File: src/rtl/fifo_ptr_ctrl_pkg.sv
// fifo_ptr_ctrl_pkg
// Shared sizing constants and the pointer type for the FIFO pointer controller.
//   FIFO_DATA_W : width of each stored word
//   FIFO_ADDR_W : storage address width
//   FIFO_PTR_W  : pointer width (address plus one wrap bit)
//   FIFO_DEPTH  : number of storage slots
//   ptr_t       : pointer type of FIFO_PTR_W bits
package fifo_ptr_ctrl_pkg;

   localparam int FIFO_DATA_W = 8;
   localparam int FIFO_ADDR_W = 4;
   localparam int FIFO_PTR_W  = FIFO_ADDR_W + 1;
   localparam int FIFO_DEPTH  = 2 ** FIFO_ADDR_W;

   typedef logic [FIFO_PTR_W-1:0] ptr_t;

endpackage : fifo_ptr_ctrl_pkg

File: src/rtl/fifo_ptr_cmp.sv
// fifo_ptr_cmp
// Combinational comparison of two wrap-bit pointers.
//   en      : in  compare enable; both flags are forced low when deasserted
//   ptr_a   : in  first pointer (write side)
//   ptr_b   : in  second pointer (read side)
//   eq      : out all bits equal (FIFO empty when applied to wr/rd pointers)
//   wrap_eq : out address bits equal but wrap bits differ (FIFO full)
module fifo_ptr_cmp
   import fifo_ptr_ctrl_pkg::*;
#(
   parameter int PTR_W = FIFO_PTR_W
) (
   input  logic             en,
   input  logic [PTR_W-1:0] ptr_a,
   input  logic [PTR_W-1:0] ptr_b,
   output logic             eq,
   output logic             wrap_eq
);

   // Same address with a different wrap bit means the writer is exactly one
   // full lap ahead of the reader.
   always_comb begin
      eq      = en && (ptr_a == ptr_b);
      wrap_eq = en && (ptr_a[PTR_W-2:0] == ptr_b[PTR_W-2:0])
                   && (ptr_a[PTR_W-1] != ptr_b[PTR_W-1]);
   end

endmodule : fifo_ptr_cmp

File: src/rtl/fifo_ptr_ctrl.sv
// fifo_ptr_ctrl
// Synchronous FIFO stage with 2**ADDR_W words of storage. Owns the write and
// read pointers (address plus wrap bit), keeps registered full/empty/count and
// produces registered read data one cycle after an accepted read.
//   clk       : in  rising-edge clock
//   rst       : in  synchronous active-high reset
//   wr_en     : in  write request
//   wr_data   : in  write word
//   rd_en     : in  read request
//   rd_data   : out registered read word (holds when no read is accepted)
//   rd_valid  : out one-cycle strobe marking a newly read word on rd_data
//   full      : out FIFO holds 2**ADDR_W words
//   empty     : out FIFO holds no words
//   count     : out occupancy
//   wr_ptr    : out write pointer, exported to the comparator
//   rd_ptr    : out read pointer, exported to the comparator
// Optional macro FIFO_ERR_FLAGS_EN adds:
//   overflow  : out sticky, set by a write request while full
//   underflow : out sticky, set by a read request while empty
module fifo_ptr_ctrl
   import fifo_ptr_ctrl_pkg::*;
#(
   parameter int DATA_W = FIFO_DATA_W,
   parameter int ADDR_W = FIFO_ADDR_W
) (
   input  logic              clk,
   input  logic              rst,
   input  logic              wr_en,
   input  logic [DATA_W-1:0] wr_data,
   input  logic              rd_en,
   output logic [DATA_W-1:0] rd_data,
   output logic              rd_valid,
   output logic              full,
   output logic              empty,
   output logic [ADDR_W:0]   count,
`ifdef FIFO_ERR_FLAGS_EN
   output logic              overflow,
   output logic              underflow,
`endif
   output logic [ADDR_W:0]   wr_ptr,
   output logic [ADDR_W:0]   rd_ptr
);

   localparam int PTR_W = ADDR_W + 1;
   localparam int DEPTH = 2 ** ADDR_W;

   logic [DATA_W-1:0] mem_q [DEPTH];

   logic [PTR_W-1:0]  wr_ptr_q, wr_ptr_d;
   logic [PTR_W-1:0]  rd_ptr_q, rd_ptr_d;
   logic [PTR_W-1:0]  count_q, count_d;
   logic              full_q, full_d;
   logic              empty_q, empty_d;
   logic [DATA_W-1:0] rd_data_q, rd_data_d;
   logic              rd_valid_q, rd_valid_d;
   logic              wr_acc, rd_acc;

`ifdef FIFO_ERR_FLAGS_EN
   logic              overflow_q, overflow_d;
   logic              underflow_q, underflow_d;
`endif

   // Acceptance uses the flags registered before the edge, so a full FIFO
   // still accepts a simultaneous read and an empty one a simultaneous write.
   always_comb begin
      wr_acc     = wr_en & ~full_q;
      rd_acc     = rd_en & ~empty_q;

      wr_ptr_d   = wr_ptr_q;
      rd_ptr_d   = rd_ptr_q;
      rd_data_d  = rd_data_q;
      rd_valid_d = 1'b0;

      if (wr_acc) begin
         wr_ptr_d = wr_ptr_q + PTR_W'(1);
      end
      if (rd_acc) begin
         rd_ptr_d   = rd_ptr_q + PTR_W'(1);
         rd_data_d  = mem_q[rd_ptr_q[ADDR_W-1:0]];
         rd_valid_d = 1'b1;
      end

      unique case ({wr_acc, rd_acc})
         2'b10:   count_d = count_q + PTR_W'(1);
         2'b01:   count_d = count_q - PTR_W'(1);
         default: count_d = count_q;
      endcase
   end

   // Flags are derived from the next-state pointers so they are correct in
   // the same cycle the pointers land.
   fifo_ptr_cmp #(
      .PTR_W   (PTR_W)
   ) u_cmp (
      .en      (1'b1),
      .ptr_a   (wr_ptr_d),
      .ptr_b   (rd_ptr_d),
      .eq      (empty_d),
      .wrap_eq (full_d)
   );

`ifdef FIFO_ERR_FLAGS_EN
   // Sticky error flags see the raw requests, not the accepted ones.
   always_comb begin
      overflow_d  = overflow_q  | (wr_en & full_q);
      underflow_d = underflow_q | (rd_en & empty_q);
   end
`endif

   always_ff @(posedge clk) begin
      if (rst) begin
         wr_ptr_q    <= '0;
         rd_ptr_q    <= '0;
         count_q     <= '0;
         full_q      <= 1'b0;
         empty_q     <= 1'b1;
         rd_data_q   <= '0;
         rd_valid_q  <= 1'b0;
`ifdef FIFO_ERR_FLAGS_EN
         overflow_q  <= 1'b0;
         underflow_q <= 1'b0;
`endif
      end else begin
         wr_ptr_q    <= wr_ptr_d;
         rd_ptr_q    <= rd_ptr_d;
         count_q     <= count_d;
         full_q      <= full_d;
         empty_q     <= empty_d;
         rd_data_q   <= rd_data_d;
         rd_valid_q  <= rd_valid_d;
`ifdef FIFO_ERR_FLAGS_EN
         overflow_q  <= overflow_d;
         underflow_q <= underflow_d;
`endif
      end
   end

   // Storage is deliberately left uncleared by reset; only the write is
   // suppressed while reset is asserted.
   always_ff @(posedge clk) begin
      if (!rst && wr_acc) begin
         mem_q[wr_ptr_q[ADDR_W-1:0]] <= wr_data;
      end
   end

   assign wr_ptr   = wr_ptr_q;
   assign rd_ptr   = rd_ptr_q;
   assign count    = count_q;
   assign full     = full_q;
   assign empty    = empty_q;
   assign rd_data  = rd_data_q;
   assign rd_valid = rd_valid_q;
`ifdef FIFO_ERR_FLAGS_EN
   assign overflow  = overflow_q;
   assign underflow = underflow_q;
`endif

endmodule : fifo_ptr_ctrl

File: config.mk
export PLATFORM = sky130hd
export DESIGN_NAME = fifo_ptr_ctrl
export DESIGN_NICKNAME = d
export VERILOG_FILES = /design/src/rtl/fifo_ptr_ctrl_pkg.sv /design/src/rtl/fifo_ptr_cmp.sv /design/src/rtl/fifo_ptr_ctrl.sv
export SDC_FILE = /design/constraint.sdc
export NUM_CORES = 1
export LEC_CHECK = 0
export ABC_AREA = 0
export CAP_MARGIN = 30
export CORE_ASPECT_RATIO = 1.1
export CORE_MARGIN = 5
export CORE_UTILIZATION = 59
export DETAILED_ROUTE_END_ITERATION = 10
export HOLD_SLACK_MARGIN = 0.06
export PLACE_DENSITY = 0.88
export SKIP_CTS_REPAIR_TIMING = 1
export SKIP_LAST_GASP = 1
export SYNTH_ARGS = -nofsm -noshare
export SYNTH_HDL_FRONTEND = slang
export SYNTH_HIERARCHICAL = 1
export SYNTH_SLANG_ARGS = --single-unit
File: constraint.sdc
create_clock -name clk -period 2.98 [get_ports clk]
set_clock_uncertainty 0.2 [all_clocks]
set_input_delay 0.298 -clock clk [delete_from_list [all_inputs] [get_ports clk]]
set_output_delay 0.298 -clock clk [all_outputs]
set_load 0.02 [all_outputs]
== After elaboration in Yosys (flattened, before gate mapping) ==
Memories as Yosys holds them, arrays and structs flattened. A register that Yosys moved wholly into a read port is not among the register bits.
Cells that the tools add are included.
W data, S select, Z words.

* Memories: 1
* Register bits after elaboration: 18
* Memory bits (writable): 128
* Input port bits: 12

{| class="wikitable"
|+ Memory list
! name !! depth !! bits a word !! read ports !! clocked after memory_dff !! write ports !! line !! source
|-
| mem_q || 16 || 8 || 1 || 1 || 1 || fifo_ptr_ctrl.sv:47 || <nowiki>logic [DATA_W-1:0] mem_q [DEPTH];</nowiki>
|}

* Eq/ne operators: 5
* Bitwise gates (word level): 4
* Add/subtract/negate cells: 4
* Muxes and demuxes: 6
* Reduce and logical (&&, ||, !) cells: 4

{| class="wikitable"
|+ Operators with widths
! cell !! number
|-
| $add A5 B1 Y5 const B || 3
|-
| $mux W5 || 2
|-
| $pmux W5 S2 || 1
|-
| $eq A5 B5 Y1 || 1
|-
| $sub A5 B1 Y5 const B || 1
|-
| $eq A4 B4 Y1 || 1
|-
| $mux W1 || 3
|-
| $and A1 B1 Y1 || 2
|-
| $eq A2 B1 Y1 const B || 1
|-
| $eq A2 B2 Y1 const B || 1
|-
| $logic_and A1 B1 Y1 || 2
|-
| $not A1 Y1 || 2
|-
| $reduce_bool A2 Y1 || 1
|-
| $logic_not A1 Y1 || 1
|-
| $ne A1 B1 Y1 || 1
|}

== Longest topological paths before layout ==
* Depth after elaboration: 5
* Depth in mapped cells: 11
* Mapped depth without buffers: 9

== By module ==
Netlist, hierarchy kept.

{| class="wikitable"
|+ By module, submodules not included
! module !! cells each !! area an instance (µm²) !! instances !! sequential area each (µm²)
|-
| fifo_ptr_ctrl || 392 || 6,264.8 || 1 || 4,364.2
|-
| fifo_ptr_cmp || 11 || 90.1 || 1 || 0.0
|}

== Worst setup path before layout ==
OpenSTA, ideal clock, no wires.

* Path kind: reg-to-reg
* Start point: register empty_q, in the netlist empty
* End point: register count_q[4], in the netlist count[4]
* Data arrival time: 2.425 ns
* Setup slack: 0.284 ns
* Path buffers: 2
* Cell stages (with the launch flop): 12
* Required time: 2.710 ns
* Cells stage by stage: dfxtp_1 nand2b_2 inv_2 buf_2 ha_1 buf_4 xor2_1 ha_1 o211ai_2 a211oi_1 or4_1 a21oi_1

* Longest elaborated chain between the ends: 4
* Elaborated cells between the ends (all ways): 6
* Those cells by class: 2 x eq/ne; 1 x mux; 2 x bitwise; 1 x reduce/logical

{| class="wikitable"
|+ RTL lines
! element !! line !! source
|-
| start: declaration || fifo_ptr_ctrl.sv:53 || <nowiki>logic empty_q, empty_d;</nowiki>
|-
| start signal: assignment || fifo_ptr_ctrl.sv:128 || <nowiki>empty_q <= empty_d;</nowiki>
|-
| $not A1 Y1 (*) || fifo_ptr_ctrl.sv:67 || <nowiki>rd_acc = rd_en & ~empty_q;</nowiki>
|-
| $and A1 B1 Y1 (*) || fifo_ptr_ctrl.sv:67 ||
|-
| via rd_acc || fifo_ptr_ctrl.sv:56 || <nowiki>logic wr_acc, rd_acc;</nowiki>
|-
| $eq A2 B1 Y1 / $eq A2 B2 Y1 (equally long branches) || fifo_ptr_ctrl.sv:83 || <nowiki>unique case ({wr_acc, rd_acc})</nowiki>
|-
| $pmux W5 S2 / $reduce_bool A2 Y1 (equally long branches) || - ||
|-
| end signal: assignment || fifo_ptr_ctrl.sv:126 || <nowiki>count_q <= count_d;</nowiki>
|-
| end: declaration || fifo_ptr_ctrl.sv:51 || <nowiki>logic [PTR_W-1:0] count_q, count_d;</nowiki>
|}

The timed path passes the listed nets; every way through them passes the cells marked *.
A chain may end at the register's enable or synchronous reset.

== Final worst setup path ==
* Start point: register empty_q, in the netlist empty
* End point: register count_q[4], in the netlist count[4]

* Longest elaborated chain between the ends: 4
* Elaborated cells between the ends (all ways): 6
* Those cells by class: 2 x eq/ne; 1 x mux; 2 x bitwise; 1 x reduce/logical

{| class="wikitable"
|+ RTL lines
! element !! line
|-
| $not A1 Y1 (*) || fifo_ptr_ctrl.sv:67
|-
| $and A1 B1 Y1 (*) || fifo_ptr_ctrl.sv:67
|-
| $eq A2 B1 Y1 / $eq A2 B2 Y1 (equally long branches) || fifo_ptr_ctrl.sv:83
|-
| $pmux W5 S2 / $reduce_bool A2 Y1 (equally long branches) || -
|}

Every way passes the cells marked *; elsewhere a longest branch is shown, timed or not.

==> impl_metrics.tcl <==
set metrics [dict create \
    drtIter0Drc 460 \
    setup_viol 0 \
    core_area_um2 10400 \
    hpwl_um 8700 \
    rsz0062_at_grt "no" \
    synth_edf_count 128 \
    syn-cell-area_um2 6350 \
    drive_gt1_share_pct 16.5 \
    cp-end-kind "register" \
    seqCellArea_um2 4370 \
    setup_tns_ns 0 \
    yosysUniqueCellTypes 51 \
    crit_buf_inv 1 \
    p_leak_uw 0.00241 \
    antenna_found_initial 0 \
    die_y_um 119 \
    first_global_vias 3860 \
    crit_chain "nand2b_2 > inv_2 > ha_1 > xor2_1 > ha_1 > and2_1 > a221oi_1 > or4_1 > a21oi_1" \
    cts_tree "yes" \
    critical_path.max_fanout 7 \
    drv_cap 0 \
    finalHoldViolCount 0 \
    antennaDiodeCount 0 \
    fin_util_pct 72.2 \
    crit_type "reg -> reg" \
    io_pins 38 \
    area_growth_syn_to_layout_pct 18.6 \
    postSynthCellCount 403 \
    synth.avg_cell_area_um2 15.8 \
    dp_slack_ns 0.113 \
    timing.final.crit_share_pct 84.1 \
    viasPerCell 6.14 \
    grt_usage_pct 22.9 \
    syn-num-nets 423 \
    start_util_pct 60.9 \
    outcome "finished, final reports clean" \
    yosysSeqAreaShare_pct 68.7 \
    drt_pre_antenna_iters 5 \
    htree_levels 4 \
    fin_nets 479 \
    fin_ws_ns 0.473 \
    synth_top_area_cell "edfxtp_1" \
    grt_pass1_wl_um 21600 \
    cts_root_buf "clkbuf_16" \
    multi_input_area_um2 1820 \
    cpMostUsedCell "ha_1" \
    drc_errors 0 \
    max-clock-path-buffers 2 \
    rows 39 \
    die_w_um 109 \
    clkLatencyLatePin_ns 0.42 \
    ant_nets 0 \
    cts.sinks 154 \
    drv_slew 0 \
    slowest_delay_ns 0.41 \
    gp_congestion 0.827 \
    overflow 0 \
    crit_slowest_cell "or4_1" \
    cp_top_family "simple AND/OR/NAND/NOR gates" \
    synth_ff_type "edfxtp_1" \
    relSlewSlack_pct 53.1 \
    vdd_drop_max_mv 0.476 \
    critPathRequiredTime_ns 3.13 \
    clk_pin_slew_ns 0.07 \
    vias 3775 \
    totalWireLength_um 14000 \
    hp-class "reg -> reg" \
    ys_top_cells_by_area "edfxtp_1 60%, dfxtp_1 8.2%, mux2i_1 6.5%, mux4_2 5.7%, ha_1 1.6%" \
    cts_inserted_buffers 17 \
    fmax_mhz 399 \
    dp.cells 583 \
    cp-start-kind "register" \
    dieArea_um2 12900 \
    power.density_nw_per_um2 648 \
    synthArstFlopShare_pct 0 \
    reg2reg_slack_ns 0.47 \
    yosys_warnings 6 \
    tightest_slew_ns 0.702 \
    fin_crit_ns 2.51 \
    synth_top_area_share_pct 60.5 \
    nFillCells 654 \
    grt_max_degree 50 \
    synth_seq_cells 154 \
    arrival_ns 2.66 \
    portBuffers 37 \
    fin_cells 615 \
    avgRoutedWirePerCell_um 22.8 \
]
-- layout by cell type, fill, tap and decap left out, types with 2 or more instances in the layout --
master,netlist,layout
nor2_1,23,23
mux2i_1,41,41
clkinvlp_4,0,4
dfxtp_1,26,25
nand2b_1,2,2
clkinv_4,0,5
xor2_1,4,4
nand4_1,5,5
mux4_2,16,16
buf_12,0,2
o21ai_0,8,8
clkbuf_1,4,2
a31oi_1,9,9
inv_1,4,4
nand2_1,19,19
nand3_1,2,2
edfxtp_1,128,128
xnor2_1,9,9
clkbuf_16,0,17
clkdlybuf4s50_1,0,37
buf_4,4,21
o21ai_1,2,2
nor2b_1,15,15
a22oi_1,8,8
ha_1,8,8
a21oi_1,12,12
o211ai_1,2,2
nor3b_1,11,11
and2_1,3,3
bufinv_16,0,2
-- tightest hold or removal path: cells and delay by family, from the launching register on --
kind / cells / cell delay, ns
flops: 1 / 0.32
compound gates: 2 / 0.13
-- per-stage QoR --
step	total power [uW]	hold slack, ns	instance area, um2
after floorplan	2690	0.197	6350
final	4890	0.290	7540
after global routing	5030	0.358	7540
after detailed placement	2840	0.288	6960
after global placement	2820	0.276	6960
after CTS	4900	0.301	7540
-- layout make-up --
type | count | area share, %
Clock inverter | 13 | 1.96
Sequential cell | 154 | 57.9
Timing Repair Buffer | 60 | 7.53
Inverter | 6 | 0.299
Tap cell | 143 | 2.37
Clock buffer | 19 | 5.74
Multi-Input combinational cell | 220 | 24.2
-- cell families (layout without fill, tap and decap cells) --
logic type               count (synthesis)  after routing  synth area share (%)
adder cells (fa/ha/maj)                  8              8                  1.58
XOR/XNOR                                13             13                  1.79
multiplexers                            57             57                  12.1
AND/OR/NAND/NOR                         92             92                  8.17
other                                    1              1                0.0590
flip-flops                             154            154                  68.7
AO/OA/AOI/OAI                           49             49                  4.98
buffers and inverters                   29             98                  2.62
-- registers in the layout (all words and copies together), names as in the netlist --
name      cells
rd_valid      1
mem_q       128
rd_ptr        5
rd_data       8
empty         1
full          1
count         5
wr_ptr        5
-- synth_stat cells (all sizes together), types with 2 or more instances --
cell type	instances
o211ai	3
dfxtp	26
nand2	19
clkbuf	6
a21oi	12
nand3	2
nand4	5
xnor2	9
nor3b	11
nor2b	15
nor4b	2
a31oi	9
mux4	16
edfxtp	128
a22oi	8
xor2	4
ha	8
o21ai	10
nor2	23
mux2i	41
buf	17
and2	3
inv	5
nand2b	3
-- report_power, final --
part	leakage, uW	total [uW]	switching (uW)	internal [uW]
Combinational	0.000773	391	218	173
Clock	0.000270	2090	851	1240
Sequential	0.00137	2410	41.5	2370
-- path summary, 6_finish.rpt --
kind / endpoint / from / cells after the start
max: count[4] / empty / 9
min: count[4] / count[4] / 2
max reg2reg: count[4] / empty / 9
min reg2reg: count[4] / count[4] / 2
-- per-layer routing --
metal  share of wire, %  GRT usage (%)  vias to the layer above
li1                   -              -                     1664
met2                 49           36.1                      226
met3                8.7           5.41                       34
met5                  0              0                        -
met1                 39           30.5                     1851
met4                3.3           10.1                        0
(Power assumes the default switching activity.)
